--- src/rtl/cache_arbiter.sv ---
// Two-master round-robin arbiter in front of a single-port cache.
// Holds cache inputs stable from grant until the next grant.
module cache_arbiter #(
    parameter int SETTLE  = 2,
    parameter int TIMEOUT = 255
) (
    input  logic        clk,
    input  logic        rst_n,
    input  logic        m0_req,
    input  logic        m1_req,
    input  logic        m0_wr,
    input  logic        m1_wr,
    input  logic [31:0] m0_addr,
    input  logic [31:0] m1_addr,
    input  logic [31:0] m0_wdata,
    input  logic [31:0] m1_wdata,
    output logic        m0_ack,
    output logic        m1_ack,
    output logic        m0_err,
    output logic        m1_err,
    output logic [31:0] rdata,
    output logic [31:0] c_data,
    output logic [31:0] c_addr,
    output logic        c_wr,
    input  logic        c_state,
    input  logic [31:0] c_q
);

    localparam logic [1:0] IDLE  = 2'd0;
    localparam logic [1:0] ISSUE = 2'd1;
    localparam logic [1:0] WAIT  = 2'd2;
    localparam logic [1:0] RESP  = 2'd3;

    localparam logic [7:0] SETTLE_V = 8'(SETTLE);
    localparam logic [7:0] TO_LAST  = 8'(TIMEOUT - 1);

    logic [1:0] state;
    logic       gnt;
    logic       prio;
    logic       err_q;
    logic [7:0] scnt;
    logic [7:0] wcnt;
    logic       pick;

    // prio=0 favours m0; a lone request wins regardless
    always_comb begin
        pick = m1_req && (!m0_req || prio);
    end

    always_ff @(posedge clk or negedge rst_n) begin
        if (!rst_n) begin
            state  <= IDLE;
            gnt    <= 1'b0;
            prio   <= 1'b0;
            err_q  <= 1'b0;
            scnt   <= 8'd0;
            wcnt   <= 8'd0;
            rdata  <= 32'd0;
            c_data <= 32'd0;
            c_addr <= 32'd0;
            c_wr   <= 1'b0;
        end else begin
            case (state)
                IDLE: begin
                    if (m0_req || m1_req) begin
                        gnt    <= pick;
                        prio   <= ~pick;
                        c_wr   <= pick ? m1_wr : m0_wr;
                        c_addr <= pick ? m1_addr : m0_addr;
                        c_data <= pick ? m1_wdata : m0_wdata;
                        scnt   <= SETTLE_V;
                        wcnt   <= 8'd0;
                        err_q  <= 1'b0;
                        state  <= (SETTLE_V == 8'd0) ? WAIT : ISSUE;
                    end
                end
                ISSUE: begin
                    scnt <= scnt - 8'd1;
                    if (scnt <= 8'd1) begin
                        state <= WAIT;
                    end
                end
                WAIT: begin
                    if (c_state) begin
                        if (!c_wr) begin
                            rdata <= c_q;
                        end
                        state <= RESP;
                    end else begin
                        wcnt <= wcnt + 8'd1;
                        if (wcnt == TO_LAST) begin
                            err_q <= 1'b1;
                            state <= RESP;
                        end
                    end
                end
                default: begin
                    state <= IDLE;
                end
            endcase
        end
    end

    assign m0_ack = (state == RESP) && !gnt;
    assign m1_ack = (state == RESP) && gnt;
    assign m0_err = m0_ack && err_q;
    assign m1_err = m1_ack && err_q;

endmodule
--- config.mk ---
export PLATFORM = sky130hd
export DESIGN_NAME = cache_arbiter
export DESIGN_NICKNAME = d
export VERILOG_FILES = /design/src/rtl/cache_arbiter.sv
export SDC_FILE = /design/constraint.sdc
export NUM_CORES = 1
export LEC_CHECK = 0
export CELL_PAD_IN_SITES_DETAIL_PLACEMENT = 1
export CELL_PAD_IN_SITES_GLOBAL_PLACEMENT = 1
export CORE_UTILIZATION = 30
export CTS_BUF_LIST = sky130_fd_sc_hd__clkbuf_2
export DETAILED_ROUTE_END_ITERATION = 8
export GPL_TIMING_DRIVEN = 1
export HOLD_SLACK_MARGIN = 0.08
export PLACE_DENSITY_LB_ADDON = 0.1
export SETUP_SLACK_MARGIN = 0.4
export SLEW_MARGIN = 0
export SYNTH_ARGS = -nofsm -noshare
export SYNTH_HDL_FRONTEND = slang
export SYNTH_SLANG_ARGS = --single-unit
--- constraint.sdc ---
create_clock -name clk -period 2.3 [get_ports clk]
set_clock_uncertainty 0.1 [all_clocks]
set_input_delay 0.69 -clock clk [delete_from_list [all_inputs] [get_ports clk]]
set_output_delay 0.69 -clock clk [all_outputs]
set_load 0.1 [all_outputs]
* Yosys cells after proc, flatten, opt, wreduce, memory -nomap -nowiden
Index checks and enable logic that the tools add are counted.
** Word-level totals
- Bits in registers :: 118
- Word-level logic and storage cells :: 59
** Cells by class
- $add $sub $neg :: 2
- $lt $le $gt $ge :: 1
- Equality and inequality tests :: 9
- Multiplexer cells :: 17
- Bitwise gates (word level) :: 2
- Reduce and logical (&&, ||, !) cells :: 18
** Operators with widths (count)
- 32-bit 2-to-1 mux :: 2
- 8-bit case mux with 2 select lines :: 2
- 8-bit 2-to-1 mux :: 3
- 3-bit AND reduction :: 3
- 8-bit by 1-bit adder with 8-bit output (second input constant) :: 1
- 8-bit equality test (second input constant) :: 1
- 8-bit by 1-bit <= comparator with 1-bit output (second input constant) :: 1
- 2-bit 2-to-1 mux :: 4
- 2-bit inequality test (second input constant) :: 4
- 8-bit by 1-bit subtractor with 8-bit output (second input constant) :: 1
- 2-bit case mux with 3 select lines :: 1
- 1-bit logical AND :: 5
- 2-bit equality test (second input constant) :: 2
- 1-bit 2-to-1 mux :: 4
- 2-bit AND reduction :: 2
- 4-bit AND reduction :: 1
- 2-bit nonzero test :: 2
- 3-bit inequality test (second input constant) :: 1
- 2-bit by 1-bit equality test with 1-bit output (second input constant) :: 1
- 1-bit zero test :: 2
- 2-bit zero test :: 1
- 1-bit logical OR :: 2
- 1-bit inverter :: 2
- 1-bit case mux with 2 select lines :: 1

* Longest topological paths before layout
- Depth in word-level cells :: 4
- Mapped depth :: 8
- Gate-level depth less buffers :: 6

* Worst setup path before layout
Ideal clock, no wire load.
- Kind :: reg-to-output
- Start point :: register state[0]
- End point :: output port m0_ack
- Data arrival time :: 1.937 ns
- Required time :: 1.510 ns
- Slack :: -0.427 ns
- Stages on the path, launching flop included :: 3
- Buffers on the path :: 0
- Cell sequence :: dfrtp_1 ha_1 nor2b_1
** On the way
- Longest elaborated chain between the ends :: 2
** Ends and longest elaborated chain
- start, declared :: line 37 : logic [1:0] state;
- start signal, assigned :: line 74 : state <= (SETTLE_V == 8'd0) ? WAIT : ISSUE;
- 2-bit equality test :: line 104 : assign m0_ack = (state == RESP) && !gnt;
- 1-bit logical AND :: line 104
- end, declared :: line 17 : output logic m0_ack,
Every way passes these cells.

* Worst setup path after layout
- Start point :: register state[1]
- End point :: register c_addr[9]
** On the way
- Longest elaborated chain between the ends :: 2
** Ends and longest elaborated chain
- 2-bit zero test :: line 63 : case (state)
- 2-bit AND reduction (no line)
- end signal, assigned :: line 69 : c_addr <= pick ? m1_addr : m0_addr;
- end, declared :: line 23 : output logic [31:0] c_addr,
Every way passes these cells.
A chain may end at the register's enable or synchronous reset.

==> impl_table.tex <==
\begin{tabular}{lr}
\hline
Metric & Value \\
\hline
\multicolumn{2}{l}{\textbf{STA}} \\
\quad Transition time at the pin with the least slew margin & about 560 ps \\
\quad Tcrit/Tclk final & 115\% \\
\quad Min setup slack post-route & -338 ps \\
\quad Worst relative slew slack & a little over three fifths \\
\quad Final period demand of the worst path & between 2000 and 3000 ps \\
\quad Worst Hold Slack & 398 ps \\
\quad Setup violations, final & 97 \\
\quad Sum of negative setup slack & -14950 ps \\
\quad Setup repair after global routing missed its margin & yes \\
\quad Highest clock frequency the design can meet & $\sim$380 MHz \\
\quad Final Hold Vio Count & 0 \\
\quad Slew Limit Fails & 0 \\
\multicolumn{2}{l}{\textbf{Cells and area}} \\
\quad Number of nets in the layout & around 960 \\
\quad Post-layout instance area & 10800 sq um \\
\quad Commonest non-fill, non-tap cell in the layout & clkdlybuf4s50\_1 \\
\quad Fillers & about 1500 \\
\quad Leading cell types in the layout, fill and taps excluded & clkdlybuf4s50\_1, dfrtp\_1, buf\_12 \\
\quad Sequential cell area & 2960 sq um \\
\quad Area added between synthesis and finish & 115\% \\
\quad Number of non-filler instances in the completed layout & roughly 1000 \\
\quad Fraction of final layout cells with drive strength greater than 1 & around 40\% \\
\quad Area of the multi-input gates & $\sim$2000 sq um \\
\multicolumn{2}{l}{\textbf{Setup path}} \\
\quad Critical Path Source Type & flop \\
\quad Top Family by Delay on Critical Path & buffers and inverters \\
\quad Total buffers and inverters traversed by the critical path & 11 \\
\quad CP endpoint kind & flop \\
\quad Endpoint arrival time on the critical path & 3100 ps \\
\quad Most repeated library cell on the critical path & buf\_6 \\
\quad Slowest cell on the critical path & a222oi\_1 \\
\quad Max incr delay on CP & about 510 ps \\
\quad Start-to-end type of the worst setup path & flop to flop \\
\quad Critical Path, Cell by Cell & buf\_4 > buf\_6 > buf\_6 > buf\_6 > buf\_6 > buf\_6 > inv\_4 > ha\_4 > buf\_6 > nand2\_2 > a21oi\_4 > buf\_12 > buf\_12 > a222oi\_1 > inv\_1 \\
\quad Maximum fanout count along the critical path & 8 \\
\quad Req. time, crit path & roughly 2800 ps \\
\multicolumn{2}{l}{\textbf{Synthesis}} \\
\quad Main area contributors after synthesis & dfrtp\_1, a222oi\_1, mux2\_2, inv\_1, ha\_1 \\
\quad Number of synthesized flops with an enable pin & 0 \\
\quad Mean instance size in the synthesized netlist & $\sim$12 sq um \\
\quad Number of instances in the synthesized netlist & 413 \\
\quad Post-synthesis sequential element count & about 120 \\
\quad Commonest register cell after synthesis & dfrtp\_1 \\
\quad Biggest area consumer among synthesized cells & dfrtp\_1 \\
\quad Share of synthesized flip-flops with an asynchronous set or reset & 100\% \\
\quad Count of synthesis-stage warnings from yosys & 0 \\
\quad Post-Syn Nets & just under 600 \\
\quad Top-area cell type share of the netlist area & 58.8\% \\
\quad Synth unique cells & between 40 and 50 \\
\quad Syn Std Cell Area & 5020 sq um \\
\quad Sequential fraction of the synthesis area & about three fifths \\
\multicolumn{2}{l}{\textbf{Detailed routing}} \\
\quad Remaining number of nets flagged by the antenna check after routing & 0 \\
\quad Routed Wire Length & between 20000 and 30000 um \\
\quad DRC Markers & 10 \\
\quad Initial DRC count & 470 \\
\quad 1st-pass router iterations & 9 \\
\quad Mean number of vias per cell & around 5.3 \\
\quad Vias & between 5000 and 6000 \\
\quad DR WL/cell & 25.2 um \\
\multicolumn{2}{l}{\textbf{GRT}} \\
\quad Total congestion overflow after global routing & 0 \\
\quad Maximum number of pins on one net before global-route repair & 40 \\
\quad First-pass GRT wire length & 34700 um \\
\quad Number of antenna violations at the first check in global routing & 1 \\
\quad Number of global-route vias before repair & 5832 \\
\quad Global router's overall resource usage & between 20\% and 30\% \\
\multicolumn{2}{l}{\textbf{CTS}} \\
\quad Buffer type at the clock tree root & clkbuf\_2 \\
\quad Clock net sink count & around 120 \\
\quad CTS H-Tree Depth & 4 \\
\quad Clock input transition at the sequential cells of the worst setup and hold paths & 210 ps \\
\quad Clock tree from TritonCTS & done \\
\quad Num CTS Buffers & 17 \\
\quad Latest clock arrival within the worst-skew pair & around 690 ps \\
\quad CTS max path bufs & 2 \\
\multicolumn{2}{l}{\textbf{Die}} \\
\quad Core Footprint & 16100 sq um \\
\quad Die area & $\sim$17000 sq um \\
\quad Vertical die dimension & around 130 um \\
\quad Effective utilization at floorplan & between 30\% and 40\% \\
\quad Die boundary width & 131 um \\
\quad \# rows & between 40 and 50 \\
\quad Number of top-level pins & 268 \\
\multicolumn{2}{l}{\textbf{Run}} \\
\quad Reported max-cap violation count & 0 \\
\multicolumn{2}{l}{\textbf{Placed design}} \\
\quad Routability Congestion & between 0.7 and 0.8 \\
\quad IO buf count & around 270 \\
\quad Post-detail-place hpwl & roughly 14000 um \\
\quad Placed Area & 8250 sq um \\
\quad Cell count after placement & 896 \\
\multicolumn{2}{l}{\textbf{Hold path}} \\
\quad Hold WC Path Type & input pin to async pin \\
\multicolumn{2}{l}{\textbf{Outcome}} \\
\quad Violations in the final reports & DRC, setup timing \\
\quad Status & complete, but fails checks \\
\hline
\end{tabular}
## layout make-up
type                       count  share of cell area, %
antenna                        2                 0.0464
clock buffer                  17                  0.789
clock inverter                15                   1.50
inverter                      71                   2.49
multi-input combinational    196                   18.9
sequential                   118                   27.4
tap                          216                   2.50
timing repair buffer         379                   46.4
## path summary, 6_finish.rpt
| check | slack (ps) | cells after the start | to | from |
|---|---|---|---|---|
| min in group clk | 490 | 2 | c_addr[11]$_DFFE_PN0P_ | c_addr[11]$_DFFE_PN0P_ |
| worst min register to register | 490 | 2 | c_addr[11]$_DFFE_PN0P_ | c_addr[11]$_DFFE_PN0P_ |
| worst max register to register | -340 | 15 | c_addr[9]$_DFFE_PN0P_ | state[1]$_DFFE_PN0P_ |
| worst min-delay path | 400 | 2 | wcnt[0]$_DFFE_PN0P_ | rst_n |
| max in group asynchronous | 1050 | 3 | c_data[8]$_DFFE_PN0P_ | rst_n |
| worst max-delay path | -340 | 15 | c_addr[9]$_DFFE_PN0P_ | state[1]$_DFFE_PN0P_ |
## what timing repair did
item | in CTS | in global routing
hold buffers | 1 | 0
cloned | 6 | 8
setup buffers | 34 | 35
hold endpoints to repair | 33 | 0
resized for setup | 286 | 63
pin swaps | 25 | 56
setup endpoints to repair | 148 | 219
## synth_stat cells, drive strengths merged, types with 2 or more instances
library cell / count
a21o: 3
nand3: 4
a222oi: 65
mux2: 33
o31ai: 2
clkbuf: 24
or3: 3
or2: 3
a21oi: 6
o21ai: 5
nor2: 14
nand4: 6
nor3: 2
and3: 3
o221ai: 2
nand2: 12
a22o: 3
buf: 4
xor2: 5
ha: 8
or4: 4
dfrtp: 118
inv: 71
## metal layers
metal / vias to the layer above / GRT usage (%) / part of all wire (%)
li1: 2295 / - / -
met1: 2776 / 27.4 / 36
met2: 279 / 49.0 / 53
met3: 57 / 9.57 / 7.6
met4: 0 / 12.0 / 3.5
met5: - / 0 / 0
## sequential cells by signal (all words and copies together), names as in the netlist
name,cells
prio,1
c_data,32
rdata,32
c_wr,1
c_addr,32
gnt,1
state,2
scnt,8
err_q,1
wcnt,8
## stage by stage
step	setup slack, ps	utilization [%]
floorplan	351	-
detailed placement	-217	51.2
finish	-338	66.9
global placement	-105	51.2
CTS	-276	62.9
global route	-388	66.9
## cell families (layout without fill, tap and decap cells)
logic type | count (synthesis) | count (layout) | share of synthesized area, %
buf+inv | 99 | 482 | 7.50
flops | 118 | 118 | 58.8
other cells | 0 | 2 | 0
xor+xnor | 5 | 5 | 0.872
mux | 33 | 33 | 7.48
compound gates | 93 | 93 | 17.3
simple gates | 57 | 57 | 5.98
fa+ha+maj | 8 | 8 | 1.99
Power is left out: the tool's default activity adds up to more than one toggle a clock period on the data nets, which glitch-free logic cannot reach.
